### src/rtl/switch_debouncer_pkg.sv
// ============================================================================
// Module  : switch_debouncer_pkg
// Brief   : default sizing and counter-width helper for the switch debouncer.
// Revision: 1.0
// ============================================================================
`default_nettype none

package switch_debouncer_pkg;

  localparam int SWDB_WIDTH        = 10;
  localparam int SWDB_SAMPLE_DIV   = 50000;
  localparam int SWDB_STABLE_COUNT = 8;

  // $clog2 collapses to 0 for a count of 1; a counter still needs one bit.
  function automatic int swdb_cnt_width(input int stable_count);
    int w;
    w = $clog2(stable_count);
    return (w < 1) ? 1 : w;
  endfunction

endpackage

`default_nettype wire

### src/rtl/sample_tick_gen.sv
// ============================================================================
// Module  : sample_tick_gen
// Brief   : free-running divider; tick is high one cycle in every SAMPLE_DIV.
// Revision: 1.0
// ============================================================================
`default_nettype none

module sample_tick_gen
  import switch_debouncer_pkg::*;
#(
  parameter int SAMPLE_DIV = SWDB_SAMPLE_DIV
) (
  input  logic clk,
  input  logic reset_n,
  output logic tick
);

  localparam int               DIV_W     = swdb_cnt_width(SAMPLE_DIV);
  localparam logic [DIV_W-1:0] C_DIV_MAX = DIV_W'(SAMPLE_DIV - 1);

  logic [DIV_W-1:0] div_q;
  logic [DIV_W-1:0] div_d;

  always_comb begin
    div_d = div_q + DIV_W'(1);
    if (div_q == C_DIV_MAX) begin
      div_d = '0;
    end
  end

  always_ff @(posedge clk or negedge reset_n) begin
    if (!reset_n) begin
      div_q <= '0;
    end else begin
      div_q <= div_d;
    end
  end

  // With SAMPLE_DIV=1 the counter is pinned at 0 and tick is constantly high.
  assign tick = (div_q == C_DIV_MAX);

endmodule

`default_nettype wire

### src/rtl/switch_debouncer.sv
// ============================================================================
// Module  : switch_debouncer
// Brief   : synchronise + debounce slide switches for the PIO in_port.
//           SWITCH_DEBOUNCE_CHANGE_PULSE_EN builds the sw_changed pulse flops.
// Revision: 1.0
// ============================================================================
`default_nettype none

module switch_debouncer
  import switch_debouncer_pkg::*;
#(
  parameter int WIDTH        = SWDB_WIDTH,
  parameter int SAMPLE_DIV   = SWDB_SAMPLE_DIV,
  parameter int STABLE_COUNT = SWDB_STABLE_COUNT
) (
  input  logic             clk,
  input  logic             reset_n,
  input  logic [WIDTH-1:0] sw_raw,
  output logic [WIDTH-1:0] sw_clean,
  output logic [WIDTH-1:0] sw_changed
);

  localparam int               CNT_W     = swdb_cnt_width(STABLE_COUNT);
  localparam logic [CNT_W-1:0] C_CNT_MAX = CNT_W'(STABLE_COUNT - 1);

  logic             tick;
  logic [WIDTH-1:0] sync1_q, sync1_d;
  logic [WIDTH-1:0] sync2_q, sync2_d;
  logic [WIDTH-1:0] clean_q, clean_d;

  sample_tick_gen #(
    .SAMPLE_DIV (SAMPLE_DIV)
  ) u_tick (
    .clk     (clk),
    .reset_n (reset_n),
    .tick    (tick)
  );

  always_comb begin
    sync1_d = sw_raw;
    sync2_d = sync1_q;
  end

  always_ff @(posedge clk or negedge reset_n) begin
    if (!reset_n) begin
      sync1_q <= '0;
      sync2_q <= '0;
      clean_q <= '0;
    end else begin
      sync1_q <= sync1_d;
      sync2_q <= sync2_d;
      clean_q <= clean_d;
    end
  end

  for (genvar b = 0; b < WIDTH; b++) begin : g_bit
    logic [CNT_W-1:0] cnt_q, cnt_d;
    logic             bit_clean_d;

    // cnt counts consecutive disagreeing ticks; any agreeing tick restarts it.
    always_comb begin
      cnt_d       = cnt_q;
      bit_clean_d = clean_q[b];
      if (tick) begin
        if (sync2_q[b] == clean_q[b]) begin
          cnt_d = '0;
        end else if (cnt_q == C_CNT_MAX) begin
          bit_clean_d = sync2_q[b];
          cnt_d       = '0;
        end else begin
          cnt_d = cnt_q + CNT_W'(1);
        end
      end
    end

    always_ff @(posedge clk or negedge reset_n) begin
      if (!reset_n) begin
        cnt_q <= '0;
      end else begin
        cnt_q <= cnt_d;
      end
    end

    assign clean_d[b] = bit_clean_d;
  end : g_bit

  assign sw_clean = clean_q;

`ifdef SWITCH_DEBOUNCE_CHANGE_PULSE_EN
  logic [WIDTH-1:0] changed_q, changed_d;

  // Registered alongside clean_q so the pulse lines up with the level edge.
  always_comb begin
    changed_d = clean_d ^ clean_q;
  end

  always_ff @(posedge clk or negedge reset_n) begin
    if (!reset_n) begin
      changed_q <= '0;
    end else begin
      changed_q <= changed_d;
    end
  end

  assign sw_changed = changed_q;
`else
  assign sw_changed = '0;
`endif

endmodule

`default_nettype wire

### config.mk
export PLATFORM = sky130hd
export DESIGN_NAME = switch_debouncer
export DESIGN_NICKNAME = d
export VERILOG_FILES = /design/src/rtl/switch_debouncer_pkg.sv /design/src/rtl/sample_tick_gen.sv /design/src/rtl/switch_debouncer.sv
export SDC_FILE = /design/constraint.sdc
export NUM_CORES = 1
export LEC_CHECK = 0
export ABC_CLOCK_PERIOD_IN_PS = 4100
export CAP_MARGIN = 40
export CORE_MARGIN = 4
export CORE_UTILIZATION = 60
export CTS_CLUSTER_DIAMETER = 50
export DETAILED_ROUTE_END_ITERATION = 12
export PLACE_DENSITY = 0.87
export REMOVE_ABC_BUFFERS = 1
export SLEW_MARGIN = 20
export SYNTH_ARGS = -nofsm -noshare
export SYNTH_HDL_FRONTEND = slang
export SYNTH_SLANG_ARGS = --single-unit
### constraint.sdc
create_clock -name clk -period 4.1 [get_ports clk]
set_input_delay 1.025 -clock clk [delete_from_list [all_inputs] [get_ports clk]]
set_output_delay 1.025 -clock clk [all_outputs]
set_load 0.005 [all_outputs]
==> results.sh <==
export IMPL_clkSinkCount=76
export IMPL_rsz0062_at_grt="no"
export IMPL_crit_path_max_incr_delay_ns=0.52
export IMPL_worst_endpoint_arrival_ns=2.54
export IMPL_via_per_inst=5.54
export IMPL_route_antenna_remaining_nets=0
export IMPL_mostFrequentLayoutCell="dfrtp_1"
export IMPL_period_minus_slack_ns=2.32
export IMPL_grt_pass1_vias=2339
export IMPL_tritoncts="yes"
export IMPL_max_clock_freq_mhz=432
export IMPL_fp_dieH_um=83.4
export IMPL_cts_root_buffer="clkbuf_8"
export IMPL_ir_drop_mv=0.253
export IMPL_drtPass1Iterations=4
export IMPL_design_core_area_um2=5510
export IMPL_dr_total_vias=2233
export IMPL_track_usage=0.198
export IMPL_synthCells=303
export IMPL_syn_area_um2=3410
export IMPL_fin_cells=403
export IMPL_final_max_slew_viol_count=0
export IMPL_hold_ws_ns=0.350
export IMPL_yosys_warnings=0
export IMPL_tightest_slew_ns=0.554
export IMPL_final_cell_mix="dfrtp_1 (76), o21ai_0 (33), nand2_1 (27)"
export IMPL_ys_ff_latch=76
export IMPL_relSlewSlack=0.629
export IMPL_insertion_delay_ns=0.34
export IMPL_first_iter_violations=152
export IMPL_synth_top_area_cell="dfrtp_1"
export IMPL_drt_wl_total_um=6270
export IMPL_drc=0
export IMPL_syn2layout_area_growth_pct=12.3
export IMPL_cp_slowest_cell="nand3b_2"
export IMPL_worstSetupPathType="reg2reg"
export IMPL_nNetsFinal=360
export IMPL_outcome="finished, final reports clean"
export IMPL_ys_flop_type="dfrtp_1"
export IMPL_start_util=0.619
export IMPL_fin_crit_sh=0.565
export IMPL_antenna_found_initial=0
export IMPL_worst_endpoint_required_ns=4.32
export IMPL_setup_tns_ns=0
export IMPL_path_max_fanout=27
export IMPL_power_density_nw_per_um2=340
export IMPL_cts_setup_buffers=0
export IMPL_path_clk_slew_ns=0.07
export IMPL_grt_max_degree=49
export IMPL_synthArstFlopShare=1.00
export IMPL_ys_seq_area_frac=0.558
export IMPL_cts_hold_buf=0
export IMPL_rows=27
export IMPL_cap_viol_max_count=0
export IMPL_placed_cells=386
export IMPL_synth_top_area_share=0.558
export IMPL_hold_path_class="reg2reg"
export IMPL_cts_resized=0
export IMPL_crit_chain="nor4b_1 -> nand3b_2 -> nor2_8 -> mux2_2"
export IMPL_power_leakage_nw=1.83
export IMPL_ys_types=33
export IMPL_die_area_um2=6950
export IMPL_cts_htree_levels=3
export IMPL_drive_above_1_share=0.106
export IMPL_synth_area_top_cells="dfrtp_1 (56%), ha_1 (7.7%), o21ai_0 (4.8%)"
export IMPL_clock_path_buffers=2
export IMPL_grt_overflow=0
export IMPL_hpwl_um=4340
export IMPL_syn_avg_cell_area_um2=11.2
export IMPL_grt_pass1_wl_um=10900
export IMPL_setup_violations=0
export IMPL_portBuffers=21
export IMPL_synth_edff_count=0
export IMPL_end_kind="flop"
export IMPL_finalWeightedCongestion=0.783
export IMPL_num_io_pins=32
export IMPL_die_w_um=83.4
export IMPL_diodes=0
export IMPL_route_detailed_wl_per_inst_um=15.6
export IMPL_finalHoldViolations=0
export IMPL_skew_ns=0.00803
export IMPL_numCtsBuffers=9
export IMPL_crit_path_start_kind="flop"
[cell type report]
class | count | area (µm²)
Clock buffer | 13 | 159
Clock inverter | 2 | 10.0
Fill cell | 377 | 1680
Inverter | 2 | 7.51
Multi-Input combinational cell | 213 | 1390
Sequential cell | 76 | 1900
Tap cell | 72 | 90.1
Timing Repair Buffer | 25 | 269
[registers in the layout, indices dropped and copies added, names as in the netlist]
register      cells
g_bit.cnt_q      30
sw_clean         10
sync1_q          10
sync2_q          10
u_tick.div_q     16
[synthesized netlist by cell type (2+ instances only)]
cell,n
a21oi_1,2
or3_1,4
nor2_1,18
mux2_4,2
nand2_1,27
nand3_1,16
ha_1,21
o21ai_1,20
or4_1,2
clkbuf_1,7
xor2_1,10
buf_2,2
nand4_1,3
dfrtp_1,76
buf_4,10
xnor2_1,12
nor3_1,7
inv_1,2
mux2_2,12
and3_1,2
nand2b_1,4
o21ai_0,33
[worst max-delay path: cells and delay by family (launching register included)]
| kind | cells | cell delay (ns) |
|---|---|---|
| simple gates | 3 | 1.38 |
| mux | 1 | 0.37 |
| flops | 1 | 0.45 |
[kinds of logic after synthesis]
family | synth area share
buffers and inverters | 0.0441
adder cells (fa/ha/maj) | 0.0771
flip-flops | 0.558
multiplexers | 0.0485
XOR/XNOR | 0.0565
other | 0.00110
AND/OR/NAND/NOR | 0.132
AO/OA/AOI/OAI | 0.0830
[power by group]
part / switching, W / total, W / internal (W) / leakage (nW)
Clock: 0.000249 / 0.000498 / 0.000248 / 0.0893
Combinational: 0.0000239 / 0.0000397 / 0.0000158 / 0.743
Sequential: 0.00000483 / 0.000764 / 0.000759 / 1.00
[final timing paths]
check	startpoint	to	slack (ns)	depth (start not counted)
max in group asynchronous	reset_n	g_bit[2].cnt_q[1]	2.93	2
worst max-delay path	u_tick.div_q[5]	g_bit[7].cnt_q[0]	1.78	4
worst max register to register	u_tick.div_q[5]	g_bit[7].cnt_q[0]	1.78	4
min in group asynchronous	reset_n	sync1_q[8]	0.61	1
worst min register to register	sync1_q[8]	sync2_q[8]	0.35	0
worst min-delay path	sync1_q[8]	sync2_q[8]	0.35	0
[stage by stage]
stage | power, W | setup WS [ns] | utilization | instance area (µm²)
final | 0.00130 | 1.78 | 0.695 | 3830
after global routing | 0.00135 | 1.61 | 0.695 | 3830
after CTS | 0.00131 | 1.55 | 0.690 | 3800
after detailed placement | 0.000819 | 1.58 | 0.660 | 3630
after global placement | 0.000814 | 1.69 | 0.655 | 3600
after floorplan | 0.000788 | 1.71 | - | 3300
[metal layers]
layer	vias to the layer above	track usage	wire length [µm]
met5	-	0	0
li1	1074	-	-
met3	13	0.0506	196
met4	0	0.0773	123
met1	1100	0.235	2630
met2	46	0.344	3320
(Power assumes the default switching activity.)
